--- config.mk ---
export PLATFORM = sky130hd
export DESIGN_NAME = wb_arb
export DESIGN_NICKNAME = d
export VERILOG_FILES = /design/src/rtl/wb_arb_pkg.sv /design/src/rtl/wb_arb_fifo.sv /design/src/rtl/wb_arb.sv
export SDC_FILE = /design/constraint.sdc
export NUM_CORES = 1
export LEC_CHECK = 0
export ABC_CLOCK_PERIOD_IN_PS = 3970
export BUFFER_PORTS_ARGS = -buffer_cell sky130_fd_sc_hd__buf_2
export CELL_PAD_IN_SITES_DETAIL_PLACEMENT = 1
export CELL_PAD_IN_SITES_GLOBAL_PLACEMENT = 2
export CORE_MARGIN = 1
export CORE_UTILIZATION = 40
export CTS_CLUSTER_SIZE = 12
export DETAILED_ROUTE_END_ITERATION = 10
export PLACE_DENSITY_LB_ADDON = 0.1
export SYNTH_ARGS = -nofsm -noshare
export SYNTH_HDL_FRONTEND = slang
export SYNTH_SLANG_ARGS = --single-unit
--- constraint.sdc ---
create_clock -name clk -period 3.97 [get_ports clk]
set_input_delay 0.794 -clock clk [delete_from_list [all_inputs] [get_ports clk]]
set_output_delay 0.794 -clock clk [all_outputs]
set_load 0.01 [all_outputs]
--- src/rtl/wb_arb_pkg.sv ---
// Shared widths, the x0 register index and grant encoding for the register-file write-port arbiter.
package wb_arb_pkg;
  localparam int         WB_DW   = 32;
  localparam int         WB_AW   = 5;
  localparam logic [4:0] ZeroReg = 5'd0;

  typedef enum logic [1:0] {
    GNT_NONE = 2'd0,
    GNT_PIPE = 2'd1,
    GNT_FIFO = 2'd2
  } gnt_e;
endpackage

--- src/rtl/wb_arb_fifo.sv ---
// Long-latency result FIFO with a per-entry live bit and kill-by-address.
// Dead entries stay in order and are popped by the arbiter without using the port.
module wb_arb_fifo import wb_arb_pkg::*; #(
  parameter int DW    = WB_DW,
  parameter int AW    = WB_AW,
  parameter int DEPTH = 2
) (
  input  logic          clk,
  input  logic          rst,
  input  logic          i_push,
  input  logic [AW-1:0] i_push_addr,
  input  logic [DW-1:0] i_push_data,
  input  logic          i_push_live,
  input  logic          i_pop,
  input  logic          i_kill,
  input  logic [AW-1:0] i_kill_addr,
  output logic [AW-1:0] o_head_addr,
  output logic [DW-1:0] o_head_data,
  output logic          o_head_live,
  output logic          o_full,
  output logic          o_empty
);
  localparam int PW = $clog2(DEPTH);

  logic [AW-1:0] r_addr [DEPTH];
  logic [DW-1:0] r_data [DEPTH];
  logic [DEPTH-1:0] r_live;
  logic [PW-1:0] r_rd, r_wr;
  logic [PW:0]   r_cnt;
  logic          w_push, w_pop;

  assign o_full      = (r_cnt == (PW+1)'(DEPTH));
  assign o_empty     = (r_cnt == '0);
  assign w_push      = i_push & ~o_full;
  assign w_pop       = i_pop & ~o_empty;
  assign o_head_addr = r_addr[r_rd];
  assign o_head_data = r_data[r_rd];
  assign o_head_live = r_live[r_rd] & ~o_empty;

  always_ff @(posedge clk or negedge rst) begin
    if (!rst) begin
      r_rd  <= '0;
      r_wr  <= '0;
      r_cnt <= '0;
      r_live <= '0;
      for (int i = 0; i < DEPTH; i++) begin
        r_addr[i] <= '0;
        r_data[i] <= '0;
      end
    end else begin
      // Kill first so a same-cycle push into a freed slot keeps its own live bit.
      for (int i = 0; i < DEPTH; i++)
        if (i_kill && r_addr[i] == i_kill_addr) r_live[i] <= 1'b0;
      if (w_push) begin
        r_addr[r_wr] <= i_push_addr;
        r_data[r_wr] <= i_push_data;
        r_live[r_wr] <= i_push_live;
        r_wr         <= r_wr + 1'b1;
      end
      if (w_pop) r_rd <= r_rd + 1'b1;
      if (w_push && !w_pop)      r_cnt <= r_cnt + 1'b1;
      else if (w_pop && !w_push) r_cnt <= r_cnt - 1'b1;
    end
  end
endmodule

--- src/rtl/wb_arb.sv ---
// Register-file write-port arbiter: pipeline write-back has priority, long-latency results queue
// and drain when the port is free; a starved head forces a one-cycle pipeline stall.
// Optional WB_ARB_STAT_EN adds conflict/force statistics counters.
module wb_arb import wb_arb_pkg::*; #(
  parameter int DW       = WB_DW,
  parameter int AW       = WB_AW,
  parameter int DEPTH    = 2,
  parameter int MAX_WAIT = 4
) (
  input  logic          clk,
  input  logic          rst,
  input  logic          pipe_we_i,
  input  logic [AW-1:0] pipe_waddr_i,
  input  logic [DW-1:0] pipe_wdata_i,
  output logic          pipe_stall_o,
  input  logic          lu_valid_i,
  input  logic [AW-1:0] lu_waddr_i,
  input  logic [DW-1:0] lu_wdata_i,
  output logic          lu_ready_o,
  output logic          reg_we_o,
  output logic [AW-1:0] reg_waddr_o,
  output logic [DW-1:0] reg_wdata_o
`ifdef WB_ARB_STAT_EN
  ,
  output logic [31:0]   conflict_cnt_o,
  output logic [31:0]   force_cnt_o
`endif
);
  localparam logic [AW-1:0] ZR = AW'(ZeroReg);

  logic [AW-1:0] w_head_addr;
  logic [DW-1:0] w_head_data;
  logic          w_head_live, w_full, w_empty;
  logic          w_sat, w_pop, w_kill, w_push, w_push_live;
  gnt_e          w_gnt;
  logic [3:0]    r_starve;
  logic          r_we;
  logic [AW-1:0] r_waddr;
  logic [DW-1:0] r_wdata;

  // x0 results are queued dead so they never contend for the port or stall the pipe.
  assign w_push_live = (lu_waddr_i != ZR);
  assign w_sat       = (r_starve == 4'(MAX_WAIT));

  always_comb begin
    w_gnt = GNT_NONE;
    if (w_sat && w_head_live && pipe_we_i) w_gnt = GNT_FIFO;
    else if (pipe_we_i)                    w_gnt = GNT_PIPE;
    else if (w_head_live)                  w_gnt = GNT_FIFO;
  end

  assign pipe_stall_o = pipe_we_i && (w_gnt == GNT_FIFO);
  assign lu_ready_o   = ~w_full;
  assign w_pop        = ~w_empty && ((w_gnt == GNT_FIFO) || !w_head_live);
  assign w_kill       = (w_gnt == GNT_PIPE);
  // A same-address lu result arriving with a pipeline write is older, so it is dropped.
  assign w_push       = lu_valid_i && ~w_full && !(w_kill && lu_waddr_i == pipe_waddr_i);

  wb_arb_fifo #(.DW(DW), .AW(AW), .DEPTH(DEPTH)) u_fifo (
    .clk         (clk),
    .rst         (rst),
    .i_push      (w_push),
    .i_push_addr (lu_waddr_i),
    .i_push_data (lu_wdata_i),
    .i_push_live (w_push_live),
    .i_pop       (w_pop),
    .i_kill      (w_kill),
    .i_kill_addr (pipe_waddr_i),
    .o_head_addr (w_head_addr),
    .o_head_data (w_head_data),
    .o_head_live (w_head_live),
    .o_full      (w_full),
    .o_empty     (w_empty)
  );

  always_ff @(posedge clk or negedge rst) begin
    if (!rst) begin
      r_starve <= '0;
      r_we     <= 1'b0;
      r_waddr  <= '0;
      r_wdata  <= '0;
    end else begin
      if (w_empty || w_pop)                                  r_starve <= '0;
      else if (w_head_live && w_gnt != GNT_FIFO && !w_sat)   r_starve <= r_starve + 1'b1;
      unique case (w_gnt)
        GNT_PIPE: begin
          r_we    <= (pipe_waddr_i != ZR);
          r_waddr <= pipe_waddr_i;
          r_wdata <= pipe_wdata_i;
        end
        GNT_FIFO: begin
          r_we    <= (w_head_addr != ZR);
          r_waddr <= w_head_addr;
          r_wdata <= w_head_data;
        end
        default: r_we <= 1'b0;
      endcase
    end
  end

  assign reg_we_o    = r_we;
  assign reg_waddr_o = r_waddr;
  assign reg_wdata_o = r_wdata;

`ifdef WB_ARB_STAT_EN
  logic [31:0] r_conflict, r_force;
  always_ff @(posedge clk or negedge rst) begin
    if (!rst) begin
      r_conflict <= '0;
      r_force    <= '0;
    end else begin
      if (pipe_we_i && w_head_live) r_conflict <= r_conflict + 1'b1;
      if (pipe_stall_o)             r_force    <= r_force + 1'b1;
    end
  end
  assign conflict_cnt_o = r_conflict;
  assign force_cnt_o    = r_force;
`endif
endmodule

==> flow_summary.ini, run 1 <==
[global_route]
grt_pass1_wl_um = 28100
grt_usage = 0.234
antenna_found_initial = 0
grt-ovfl-total = 0
grt_start_max_net_pins = 67
grt_pass1_vias = 5028

[floorplanning]
fp.coreArea_sq_um = 14800
die-height_um = 126
std_cell_rows = 44
die_width_um = 126
dieArea_sq_um = 15800
start_util = 0.416
ios = 118

[detailed_routing]
drt-met1-wl_um = 7530
wl_met2_um = 8460
vias = 4441
drtAntennaViolNets = 0
wl_um = 17000
wl_per_cell_um = 21.3
drc_errors = 0
met3_length_um = 700
highest-signal-layer = met4
vias_per_cell = 5.57
first_iter_violations = 148
dr.pass1.iters = 4

[cts]
clock-sinks = 122
cts_tree = done
cts_buffers = 17
htree_levels = 4
cts_resized = 0
postCtsSetupRepairBufs = 0
cts_buffer_depth = 2
path_clk_slew_ns = 0.06
cts_root_buffer = clkbuf_16
clk-insertion-delay-late_ns = 0.43
hold_buffers = 0

[setup_path]
endpoint_kind = output port
critPathKind = reg -> out
cp_data_required_time_ns = 3.18
worst_setup_path_start_kind = register
cp.arrival_ns = 1.95
cp_max_fo = 17
reg2reg_from = u_fifo.r_rd$_DFFE_PN0P_
r2r_slack_ns = 1.32
r2r-end = u_fifo.r_data[4]$_DFFE_PN0P_
reg2regPathDepth = 5

[timing]
worst_pin_slew_ns = 0.898
maxSlewViolCount = 0
timing.final.crit_share = 0.691
finalHoldViolations = 0
fin_tns_setup_ns = 0
hold_slack_ns = 0.487
min_period_ns = 2.74
finalSetupViolations = 0
fmax_mhz = 365
slew_headroom = 0.401
rsz0062_at_grt = false
finClkSkew_ns = 0.0117

[synth]
netlist_area_sq_um = 6140
synth_xor_area_frac = 0.0314
synth_mux_area_frac = 0.278
yosysWarnings = 0
netlist_top_cells_area = dfrtp_1 (50%), mux2_2 (13%), mux2i_1 (6.4%), mux2_4 (4.9%), a211oi_1 (4.0%)
seq_area_frac_synth = 0.498
synth_top_family_by_area = multiplexers
synth_top_area_frac = 0.498
synthCells = 489
syn-num-nets = 570
synth-simple-area-share = 0.0799
synth_area_leader_cell = dfrtp_1
ys_seq_elements = 122
avgSynthCellArea_sq_um = 12.5
synth_compound_area_frac = 0.0685
synthAdderAreaFrac = 0.00612
synth_cell_types = 39

[placement]
place_area_sq_um = 6900
hpwl_um = 11200
finalWeightedCongestion = 0.801
placed_cells = 766
portBuffers = 117

[final_layout]
n_antenna_cell = 0
layout.nets = 682
design_area_sq_um = 7540
syn_to_final_growth_pct = 22.9
filler_cell_count = 1554
drive_above_1_share = 0.433
stdcell_count = 798

[power]
p_leak_uw = 0.00337
power.density_nw_per_um2 = 912
irDropWorstVdd_uv = 398

[hold_path]
min_to = u_fifo.r_data[25]$_DFFE_PN0P_
min_from = u_fifo.r_data[25]$_DFFE_PN0P_
hold_path.class = reg -> reg
hold_depth = 1

[job]
drv_cap = 0

[run_status]
outcome = complete, no violations
==> power breakdown <==
group	leakage [uW]	internal [uW]	switching, uW
sequential	0.00142	1880	430
clock	0.000306	1070	595
combinational	0.00165	1450	1450
total	0.00337	4400	2480
==> logic make-up after synthesis <==
group,count (synthesis)
xor gates and xnor gates,22
and+or+nand+nor,97
AOI/OAI and AO/OA,55
muxes,148
buffers and inverters,42
adders and majority gates,3
DFF,122
==> cell type report <==
cell class	instances	area (sq um)	area share
Multi-Input combinational cell	325	2890	0.383
Timing Repair Buffer	130	711	0.0943
Clock inverter	14	198	0.0262
Tap cell	184	230	0.0305
Inverter	5	18.8	0.00249
Sequential cell	122	3050	0.405
Clock buffer	18	439	0.0582
==> placed cells by master (no fill, tap or decap), types with 5 or more instances in the layout <==
cell type,Yosys,final
nor2_1,43,41
a211oi_1,33,33
nor4_1,34,34
nand2_1,5,5
nand3_1,5,5
buf_4,1,12
xnor2_1,8,8
dfrtp_1,122,121
mux2_2,69,69
a21oi_1,8,8
mux2i_1,39,39
mux2_1,19,19
buf_2,12,116
clkbuf_16,0,17
clkinv_4,0,6
xor2_1,14,14
mux2_4,20,20
==> through the flow <==
stage | util | total power, uW | setup slack [ns]
2_1_floorplan | - | 4370 | 1.56
3_3_place_gp | 0.468 | 5130 | 1.21
3_5_place_dp | 0.468 | 5230 | 1.14
4_1_cts | 0.511 | 6960 | 1.18
5_1_grt | 0.511 | 7310 | 1.14
6_report | 0.511 | 6870 | 1.23
==> routing by layer <==
layer / track usage / vias up
li1: - / 2029
met1: 0.294 / 2282
met2: 0.391 / 109
met3: 0.0590 / 21
met4: 0.0801 / 0
met5: 0 / -
==> critical path, cell delays in order, from the launching register on <==
cell and delay, ns:
dfrtp_2 0.58, mux2i_4 0.27, buf_4 0.23, nor4_1 0.26, buf_2 0.18
==> synthesized netlist by cell type, drive strengths merged <==
cell,instances
nand2,5
a31o,1
a21oi,8
nand3,5
and3b,1
ha,3
nor4,34
a211oi,33
o221a,4
o221ai,1
mux2,108
clkbuf,15
o41ai,2
o31ai,1
or2,1
or4,2
inv,5
nand2b,1
nor2,43
mux2i,40
nand4,1
xor2,14
buf,22
xnor2,8
nand3b,2
a31oi,4
o21ai,1
dfrtp,122
nor3,2
==> sequential cells by signal, summed over array words and instances, names as in the netlist <==
| register | cells |
|---|---|
| u_fifo.r_wr | 1 |
| reg_we_o | 1 |
| r_starve | 4 |
| reg_wdata_o | 32 |
| u_fifo.r_data | 64 |
| u_fifo.r_cnt | 2 |
| u_fifo.r_live | 2 |
| u_fifo.r_addr | 10 |
| u_fifo.r_rd | 1 |
| reg_waddr_o | 5 |
==> how the worst max path moves through the flow <==
stage / start / endpoint / depth (start not counted)
after floorplan: pipe_we_i / pipe_stall_o / 3
after global placement: pipe_waddr_i[0] / u_fifo.r_data[9]$_DFFE_PN0P_ / 6
after detailed placement: pipe_waddr_i[0] / u_fifo.r_data[3]$_DFFE_PN0P_ / 6
after CTS: u_fifo.r_rd$_DFFE_PN0P_ / pipe_stall_o / 4
after global routing: u_fifo.r_rd$_DFFE_PN0P_ / pipe_stall_o / 4
final: u_fifo.r_rd$_DFFE_PN0P_ / pipe_stall_o / 4
Note: power is estimated with default switching activity, not from simulation.
==> run 2: changes to the inputs <==
Settings changed: ABC_CLOCK_PERIOD_IN_PS 3970 to 2300, CORE_UTILIZATION 40 to 33.
Clock period 3.97 ns to 2.3 ns, I/O delays scaled along.
==> run 2 against run 1 <==
Against the previous run: the run now ends with design-rule violations left; total power rose by 72%; register-to-register slack lost 1.2 ns; critical endpoint unchanged; highest routed layer is now met5; core utilization shrank 8.5 points; count of clock-buffer cells in the layout down 1; die area is 21% higher; clock skew up 0.0020 ns.
==> flow_summary.ini, run 2 (synthesis results as in run 1) <==
[setup_path]
cp.arrival_ns = 1.74
path_buf_inv = 3
crit_end = pipe_stall_o
critPathKind = reg -> out
crit_cells = 6
cpPeakStageDelay_ns = 0.41
cp_max_fo = 23
crit_slowest_cell = dfrtp_1
reg2regPathDepth = 7
cp_data_required_time_ns = 1.84
r2r_slack_ns = 0.17
r2r-end = u_fifo.r_data[17]$_DFFE_PN0P_
path_cells = inv_1 > ha_1 > nand3b_1 > buf_8 > nor4_1 > buf_2
reg2reg_from = r_starve[0]$_DFFE_PN0P_
endpoint_kind = output port
cpLargestDelayFamily = buffers and inverters
worst_setup_path_start_kind = register
setup.worst_path.start = r_starve[0]$_DFFE_PN0P_

[detailed_routing]
drc_errors = 6
dr.pass1.iters = 7
drtAntennaViolNets = 0
wl_per_cell_um = 20.0
wl_um = 17100
first_iter_violations = 162
vias = 4415
vias_per_cell = 5.16

[cts]
htree_levels = 4
path_clk_slew_ns = 0.06
cts_root_buffer = clkbuf_16
cts_buffers = 17
hold_buffers = 0
clock-sinks = 122
cts_buffer_depth = 2
clk-insertion-delay-late_ns = 0.42
cts_tree = done

[global_route]
grt_pass1_wl_um = 28200
grt_start_max_net_pins = 40
antenna_found_initial = 1
grt-ovfl-total = 0
grt_pass1_vias = 5025
grt_usage = 0.191

[power]
p_leak_uw = 0.00343
clockPowerShare = 0.230
power_frac_seq = 0.332
p_int_uw = 7550
p_sw_frac = 0.360
irDropWorstVdd_uv = 815
power.density_nw_per_um2 = 1530
p_sw_uw = 4260
p_comb_frac = 0.438

[floorplanning]
std_cell_rows = 49
die-height_um = 138
fp.coreArea_sq_um = 18100
die_width_um = 138
start_util = 0.339
ios = 118
dieArea_sq_um = 19100

[placement]
finalWeightedCongestion = 0.781
hpwl_um = 11700
portBuffers = 117
place_ws_ns = 0.171

[timing]
slew_headroom = 0.621
setup_ws_ns = 0.0967
timing.final.crit_share = 0.958
fmax_mhz = 454
finalSetupViolations = 0
fin_tns_setup_ns = 0
finClkSkew_ns = 0.0136
maxSlewViolCount = 0
worst_pin_slew_ns = 0.569
rsz0062_at_grt = false
finalHoldViolations = 0
min_period_ns = 2.20

[job]
drv_cap = 0

[run_status]
violations = design-rule violations
outcome = finished, violations left

[final_layout]
regMostFlops = u_fifo.r_data
final_cell_mix = dfrtp_1 (121), buf_2 (116), mux2_2 (69), nor2_1 (41), mux2i_1 (39)
layout.nets = 695
n_antenna_cell = 0
largest_register_ffs = 64
final_common_cell = dfrtp_1
drive_above_1_share = 0.445
syn_to_final_growth_pct = 25.5

[hold_path]
hold_path.class = in -> async
[run 2: cell types whose count changed in the layout (fill, tap and decap cells not counted), sizes merged]
cell	before	now
buf	130	143
clkinv	8	5
clkinvlp	2	5
inv	5	7
bufinv	4	3
clkbuf	18	17
[run 2: metrics by stage]
| stage | hold slack [ns] | total power, uW | utilization | instances | instance area, sq um |
|---|---|---|---|---|---|
| detailed placement | 0.475 | 9170 | 0.392 | 823 | 7090 |
| CTS | 0.0492 | 12000 | 0.426 | 856 | 7700 |
| floorplan | 0.164 | 7540 | - | 489 | 6140 |
| global route | 0.0771 | 12600 | 0.426 | 856 | 7700 |
| global placement | 0.468 | 9030 | 0.392 | 823 | 7090 |
| finish | 0.0221 | 11800 | 0.426 | 856 | 7700 |
[run 2: worst min-delay path by stage]
| stage | start | endpoint | slack, ns | depth (start not counted) |
|---|---|---|---|---|
| after detailed placement | u_fifo.r_data[25]$_DFFE_PN0P_ | u_fifo.r_data[25]$_DFFE_PN0P_ | 0.48 | 1 |
| after CTS | rst | u_fifo.r_data[61]$_DFFE_PN0P_ | 0.05 | 1 |
| after global routing | rst | u_fifo.r_addr[7]$_DFFE_PN0P_ | 0.08 | 1 |
| after global placement | u_fifo.r_data[31]$_DFFE_PN0P_ | u_fifo.r_data[31]$_DFFE_PN0P_ | 0.47 | 1 |
| final | rst | u_fifo.r_addr[7]$_DFFE_PN0P_ | 0.02 | 1 |
| after floorplan | rst | r_starve[0]$_DFFE_PN0P_ | 0.16 | 0 |
[run 2: layout make-up]
cell class	count	area (sq um)
Clock buffer	17	425
Clock inverter	15	174
Fill cell	1933	10400
Inverter	5	18.8
Multi-Input combinational cell	325	2890
Sequential cell	122	3050
Tap cell	229	287
Timing Repair Buffer	143	853
[run 2: per-layer routing]
layer  GRT usage  wire [um]  up-vias
met5           0         13        -
met4      0.0763        269        2
met3      0.0430        655       20
met2       0.309       8330       84
met1       0.247       7850     2260
li1            -          -     2049
[run 2: worst register-to-register path: cells and delay by family, from the launching register on]
kind	cells	cell delay (ns)
mux	1	0.39
buf+inv	2	0.28
flops	1	0.39
compound gates	2	0.55
fa+ha+maj	1	0.20
simple gates	1	0.21
[run 2: power by group through the flow]
stage / sequential [uW] / combinational [uW] / clock, uW
floorplan: 3890 / 3650 / 0
global placement: 3900 / 5130 / 0
detailed placement: 3940 / 5230 / 0
CTS: 3930 / 5270 / 2790
global route: 4070 / 5650 / 2880
finish: 3920 / 5180 / 2710
[run 2: what timing repair did]
action | CTS | global route
resized for setup | 2 | 0
setup endpoints to repair | 1 | 0
endpoints found under the hold margin | 0 | 0
setup buffers | 1 | 0
